`src/rtl/ethernet_pkg.sv`:
```
// Shared types and constants for the RMII Ethernet receive/transmit path.
// Holds the receiver state encoding, framing dibits, CRC-32 constants and frame length limits.
package ethernet_pkg;

    typedef enum logic [2:0] {
        DRAIN,
        IDLE,
        PREAMBLE,
        BODY,
        CHECK
    } rx_state_t;

    localparam logic [1:0]  PREAMBLE_DIBIT   = 2'b01;
    localparam logic [1:0]  SFD_DIBIT        = 2'b11;

    localparam logic [31:0] CRC_POLY         = 32'hEDB88320;
    localparam logic [31:0] CRC_INIT         = 32'hFFFFFFFF;
    localparam logic [31:0] CRC_RESIDUE      = 32'hDEBB20E3;

    localparam logic [12:0] MIN_FRAME_DIBITS = 13'd256;
    localparam logic [12:0] MAX_FRAME_DIBITS = 13'd6072;

    localparam logic [7:0]  RW_READ          = 8'h00;
    localparam logic [7:0]  RW_WRITE         = 8'h01;

    // One step of the reflected CRC-32 shift register for a single input bit.
    function automatic logic [31:0] crc_bit(input logic [31:0] c, input logic b);
        crc_bit = (c >> 1) ^ (((c[0] ^ b) == 1'b1) ? CRC_POLY : 32'h0);
    endfunction

endpackage

```
`src/rtl/crc32_dibit.sv`:
```
// Registered reflected CRC-32 that consumes one RMII dibit per enabled cycle, d[0] first.
// No final inversion: a frame including its FCS leaves CRC_RESIDUE in the register.
module crc32_dibit
    import ethernet_pkg::*;
(
    input  logic        clk,
    input  logic        rst_n,
    input  logic        clear,
    input  logic        en,
    input  logic [1:0]  d,
    output logic [31:0] crc
);

    always_ff @(posedge clk) begin
        if (!rst_n) begin
            crc <= CRC_INIT;
        end else if (clear) begin
            crc <= CRC_INIT;
        end else if (en) begin
            crc <= crc_bit(crc_bit(crc, d[0]), d[1]);
        end
    end

endmodule

```
`src/rtl/ethernet_rx.sv`:
```
// RMII receive front-end: decodes one filtered, FCS-checked Ethernet frame into a
// single bus transaction (rw, addr, data) with a one-cycle valid pulse.
module ethernet_rx
    import ethernet_pkg::*;
#(
    parameter logic [47:0] FPGA_MAC  = 48'h69_69_5A_06_54_91,
    parameter logic [15:0] ETHERTYPE = 16'h88_B5
) (
    input  logic        clk,
    input  logic        rst_n,
    input  logic        crsdv,
    input  logic [1:0]  rxd,
    output logic [15:0] addr_o,
    output logic [15:0] data_o,
    output logic        rw_o,
    output logic        valid_o,
    output logic        crc_err_o
);

    rx_state_t   state;
    rx_state_t   state_next;

    logic [4:0]  pre_cnt;
    logic [12:0] dibit_cnt;
    logic [15:0] shift_reg;
    logic        drop;
    logic        rw_tmp;
    logic [15:0] addr_tmp;
    logic [15:0] data_tmp;
    logic [31:0] crc;

    logic        sfd_hit;
    logic        crc_en;
    logic [15:0] shift_next;
    logic        byte_done;
    logic [10:0] byte_idx;
    logic [7:0]  cur_byte;
    logic [7:0]  prev_byte;
    logic        byte_bad;
    logic [12:0] cnt_inc;
    logic        oversize;
    logic        len_ok;
    logic        frame_good;

    crc32_dibit u_crc (
        .clk   (clk),
        .rst_n (rst_n),
        .clear (sfd_hit),
        .en    (crc_en),
        .d     (rxd),
        .crc   (crc)
    );

    always_ff @(posedge clk) begin
        if (!rst_n) begin
            state <= DRAIN;
        end else begin
            state <= state_next;
        end
    end

    // DRAIN waits out any frame already in flight so a mid-frame reset release never false-syncs.
    always_comb begin
        state_next = state;
        sfd_hit    = 1'b0;
        case (state)
            DRAIN: begin
                if (!crsdv) state_next = IDLE;
            end
            IDLE: begin
                if (crsdv) begin
                    if (rxd == PREAMBLE_DIBIT)  state_next = PREAMBLE;
                    else if (rxd != 2'b00)      state_next = DRAIN;
                end
            end
            PREAMBLE: begin
                if (crsdv && rxd == PREAMBLE_DIBIT) begin
                    state_next = PREAMBLE;
                end else if (crsdv && rxd == SFD_DIBIT && pre_cnt >= 5'd4) begin
                    sfd_hit    = 1'b1;
                    state_next = BODY;
                end else begin
                    state_next = DRAIN;
                end
            end
            BODY: begin
                if (!crsdv) state_next = CHECK;
            end
            CHECK: begin
                state_next = IDLE;
            end
            default: begin
                state_next = DRAIN;
            end
        endcase
    end

    assign crc_en     = (state == BODY) && crsdv;
    assign shift_next = {rxd, shift_reg[15:2]};
    assign byte_done  = (dibit_cnt[1:0] == 2'b11);
    assign byte_idx   = dibit_cnt[12:2];
    assign cur_byte   = shift_next[15:8];
    assign prev_byte  = shift_next[7:0];
    assign cnt_inc    = (dibit_cnt == 13'h1FFF) ? dibit_cnt : dibit_cnt + 13'd1;
    assign oversize   = (cnt_inc > MAX_FRAME_DIBITS);
    assign len_ok     = (dibit_cnt >= MIN_FRAME_DIBITS) && (dibit_cnt[1:0] == 2'b00);
    assign frame_good = !drop && len_ok && (crc == CRC_RESIDUE);

    // Header filter, evaluated on the dibit that completes each byte.
    always_comb begin
        byte_bad = 1'b0;
        if (byte_done) begin
            case (byte_idx)
                11'd0:   byte_bad = (cur_byte != FPGA_MAC[47:40]);
                11'd1:   byte_bad = (cur_byte != FPGA_MAC[39:32]);
                11'd2:   byte_bad = (cur_byte != FPGA_MAC[31:24]);
                11'd3:   byte_bad = (cur_byte != FPGA_MAC[23:16]);
                11'd4:   byte_bad = (cur_byte != FPGA_MAC[15:8]);
                11'd5:   byte_bad = (cur_byte != FPGA_MAC[7:0]);
                11'd12:  byte_bad = (cur_byte != ETHERTYPE[15:8]);
                11'd13:  byte_bad = (cur_byte != ETHERTYPE[7:0]);
                11'd14:  byte_bad = !((cur_byte == RW_READ) || (cur_byte == RW_WRITE));
                default: byte_bad = 1'b0;
            endcase
        end
    end

    always_ff @(posedge clk) begin
        if (!rst_n) begin
            pre_cnt   <= '0;
            dibit_cnt <= '0;
            shift_reg <= '0;
            drop      <= 1'b0;
            rw_tmp    <= 1'b0;
            addr_tmp  <= '0;
            data_tmp  <= '0;
            addr_o    <= '0;
            data_o    <= '0;
            rw_o      <= 1'b0;
            valid_o   <= 1'b0;
            crc_err_o <= 1'b0;
        end else begin
            valid_o   <= 1'b0;
            crc_err_o <= 1'b0;
            case (state)
                IDLE: begin
                    if (crsdv && rxd == PREAMBLE_DIBIT) pre_cnt <= 5'd1;
                end
                PREAMBLE: begin
                    if (crsdv && rxd == PREAMBLE_DIBIT && pre_cnt != 5'd31) pre_cnt <= pre_cnt + 5'd1;
                    if (sfd_hit) begin
                        dibit_cnt <= '0;
                        shift_reg <= '0;
                        drop      <= 1'b0;
                    end
                end
                BODY: begin
                    if (crsdv) begin
                        shift_reg <= shift_next;
                        dibit_cnt <= cnt_inc;
                        if (byte_bad || oversize) drop <= 1'b1;
                        if (byte_done && byte_idx == 11'd14) rw_tmp   <= cur_byte[0];
                        if (byte_done && byte_idx == 11'd16) addr_tmp <= {prev_byte, cur_byte};
                        if (byte_done && byte_idx == 11'd18) data_tmp <= {prev_byte, cur_byte};
                    end
                end
                CHECK: begin
                    if (frame_good) begin
                        addr_o  <= addr_tmp;
                        rw_o    <= rw_tmp;
                        if (rw_tmp) data_o <= data_tmp;
                        valid_o <= 1'b1;
                    end else if (!drop && len_ok) begin
                        crc_err_o <= 1'b1;
                    end
                end
                default: begin
                end
            endcase
        end
    end

endmodule

```
`config.mk`:
```
export PLATFORM = sky130hd
export DESIGN_NAME = ethernet_rx
export DESIGN_NICKNAME = d
export VERILOG_FILES = /design/src/rtl/ethernet_pkg.sv /design/src/rtl/crc32_dibit.sv /design/src/rtl/ethernet_rx.sv
export SDC_FILE = /design/constraint.sdc
export NUM_CORES = 1
export LEC_CHECK = 0
export ABC_AREA = 0
export ABC_CLOCK_PERIOD_IN_PS = 6050
export BUFFER_PORTS_ARGS = -buffer_cell sky130_fd_sc_hd__buf_2
export CAP_MARGIN = 20
export CELL_PAD_IN_SITES_DETAIL_PLACEMENT = 0
export CELL_PAD_IN_SITES_GLOBAL_PLACEMENT = 1
export CORE_ASPECT_RATIO = 1.75
export CORE_MARGIN = 2
export CORE_UTILIZATION = 35
export CTS_CLUSTER_SIZE = 16
export DETAILED_ROUTE_END_ITERATION = 16
export PLACE_DENSITY_LB_ADDON = 0.1
export SLEW_MARGIN = 10
export SYNTH_ARGS = -nofsm -noshare
export SYNTH_HDL_FRONTEND = slang
export SYNTH_SLANG_ARGS = --single-unit
```
`constraint.sdc`:
```
create_clock -name clk -period 6.05 [get_ports clk]
set_input_delay 1.21 -clock clk [delete_from_list [all_inputs] [get_ports clk]]
set_output_delay 1.21 -clock clk [all_outputs]
set_load 0.01 [all_outputs]
```
==> metrics <==
status=completed; Fill cells=1805; critical path, cell by cell=nor4bb_1 -> nand4_1 -> nor4_2 -> buf_4 -> and2_1 -> mux2i_1 -> nor2_1; crit path launch type=flip-flop; Die Area=18900 sq um; WL per Instance=17.0 um; Mapped Area=6220 sq um; vias post-DR=5104; Setup TNS Final=0 ns; postcts setup bufs=0; drt via density=5.25; area share of the largest cell type after synthesis=43.8%; skew final=0.00917 ns; worst slew pin tran=1.02 ns; H-tree levels=4; Distinct cells, synth=63; Total Wirelength=16.5 mm; flip-flop count of the largest register after layout=32; final setup fails=0; area leader, netlist=dfxtp_1; Post-synth EDFFs=0; Mapped Nets=729; total CTS buffers=17; Site Rows=64; Worst Path Required=6.34 ns; # DRC=0; list of most frequent post-synthesis cells=nand2_1 (142), dfxtp_1 (136), clkbuf_1 (49); Synth-to-Final Area Change=15.3%; sequential share of the synthesized area=43.8%; Leakage Power=2.74 nW; global-route wire length before repair=26.8 mm; pwr/cell area=283 nW/um^2; placeable core region=17500 sq um; Initial Utilization=35.6%; clk_lat worst skew=0.42 ns; Top reg by flops=u_crc.crc; min-delay worst type=flip-flop to flip-flop; syn avg cell area=8.65 sq um; RD Place Congestion=0.848; die width=105 um; number of global-route vias before repair=5040; CTS tree=done; ys flop type=dfxtp_1; count leader, synth=nand2_1; worst-path fanout max=19; hpwl dp=11.2 mm; Die H=180 um; design area=7170 sq um; gr usage total=17.9%; Ys Warns=0; Max Clk Rate=0.339 GHz; Top Ports=40; Final min period=2.95 ns; CTS sink cnt=136; Slew Viols, Final=0; slowest stage cell on the critical path=and2_1; Setup CP Type=flip-flop to flip-flop; final hold viol count=0; critical path's largest stage delay=0.86 ns; maximum vdd drop=0.151 mV; PostCTS Resize Cnt=0; layout cell share with drive strength beyond 1=12.5%; DR iter-0 viols=226; Post-synth ARST share=0%; total grt overflow=0; largest net degree at the start of global routing=77; clk root buf=clkbuf_16; Max clock buf depth=2; Ant. Diodes=0; post-place instance area=6560 sq um; RSZ-0062 raised after global routing=no; initial antenna violation count=0; max_cap viols=0; number of nets in the layout=739; Worst setup EP type=flip-flop; Final period util=48.8%; #FFs+latches synth=136; clock transition at the registers of the reported paths=0.06 ns; drt first pass iters=4; hold_buf cts=0; Max-slew headroom=32.3%; WP data arrival=3.24 ns; Port Buf Inserts=39; Synth area leaders=dfxtp_1 (44%), nand2_1 (8.6%), mux2i_1 (5.3%); Final ANT Viol Nets=0; cell count after synthesis=719
==> through the flow <==
| stage | total power, mW | setup WS (ns) | hold slack [ns] | utilization [%] | instances |
|---|---|---|---|---|---|
| global route | 2.10 | 2.88 | 0.473 | 41.1 | 973 |
| floorplan | 0.955 | 3.20 | 0.430 | - | 719 |
| CTS | 2.06 | 3.00 | 0.451 | 41.1 | 973 |
| finish | 2.03 | 3.10 | 0.448 | 41.1 | 973 |
| global placement | 0.969 | 2.83 | 0.442 | 37.5 | 940 |
| detailed placement | 0.969 | 2.79 | 0.443 | 37.6 | 941 |
==> per-layer routing <==
metal,global-route usage [%],vias to the layer above,share of wire (%)
met3,2.60,28,2.3
met2,33.5,78,55
met5,0,-,0
met4,8.69,0,2.9
met1,19.4,2471,40
li1,-,2527,-
==> power by group <==
part	switching, mW	internal, mW	leakage [nW]	total (mW)
combinational	0.0308	0.0183	1.35	0.0491
clock	0.400	0.681	0.295	1.08
sequential	0.00189	0.897	1.10	0.899
==> logic make-up after synthesis <==
group,share of synthesized area (%)
adder cells (fa/ha/maj),1.01
flip-flops,43.8
XOR/XNOR,4.04
buffers and inverters,4.24
AO/OA/AOI/OAI,15.4
AND/OR/NAND/NOR,26.3
multiplexers,5.31
==> cells in the final DEF (no fill, tap or decap), types with 6 or more instances in the layout <==
cell,instances
mux2i_1,33
o211ai_1,23
o21ai_0,7
nand3_1,40
nor2_1,41
nor2b_1,21
buf_2,39
xnor2_1,20
nand4_1,8
a21boi_1,43
nand2_1,142
and3_1,7
dfxtp_1,136
nand2b_1,8
clkbuf_16,17
a21oi_1,8
inv_1,9
and2_1,9
nor4_1,6
buf_4,8
==> path summary, 6_finish.rpt <==
check / slack [ns] / end / startpoint / cells past startpoint
setup reg to reg: 3.10 / data_o[5]$_SDFFE_PN0P_ / u_crc.crc[17]$_SDFFE_PP1P_ / 7
setup / recovery: 3.10 / data_o[5]$_SDFFE_PN0P_ / u_crc.crc[17]$_SDFFE_PP1P_ / 7
hold / removal: 0.45 / addr_tmp[2]$_SDFFE_PN0P_ / addr_tmp[2]$_SDFFE_PN0P_ / 2
hold reg to reg: 0.45 / addr_tmp[2]$_SDFFE_PN0P_ / addr_tmp[2]$_SDFFE_PN0P_ / 2
==> worst max-delay path, delay by kind of cell (launching register included) <==
kind / cells / cell delay, ns
and+or+nand+nor: 5 / 1.78
buffers and inverters: 1 / 0.37
DFF: 1 / 0.36
muxes: 1 / 0.28
==> cell type report <==
type | instances | area (sq um) | area share [%]
well taps | 231 | 289 | 4.03
inverters | 9 | 33.8 | 0.471
flip-flops and latches | 136 | 2720 | 38.0
clock buffers | 21 | 470 | 6.56
repair buffers | 48 | 267 | 3.72
clock inverters | 11 | 145 | 2.02
multi-input cells | 517 | 3240 | 45.2
Power figures use the tool's default switching activity.
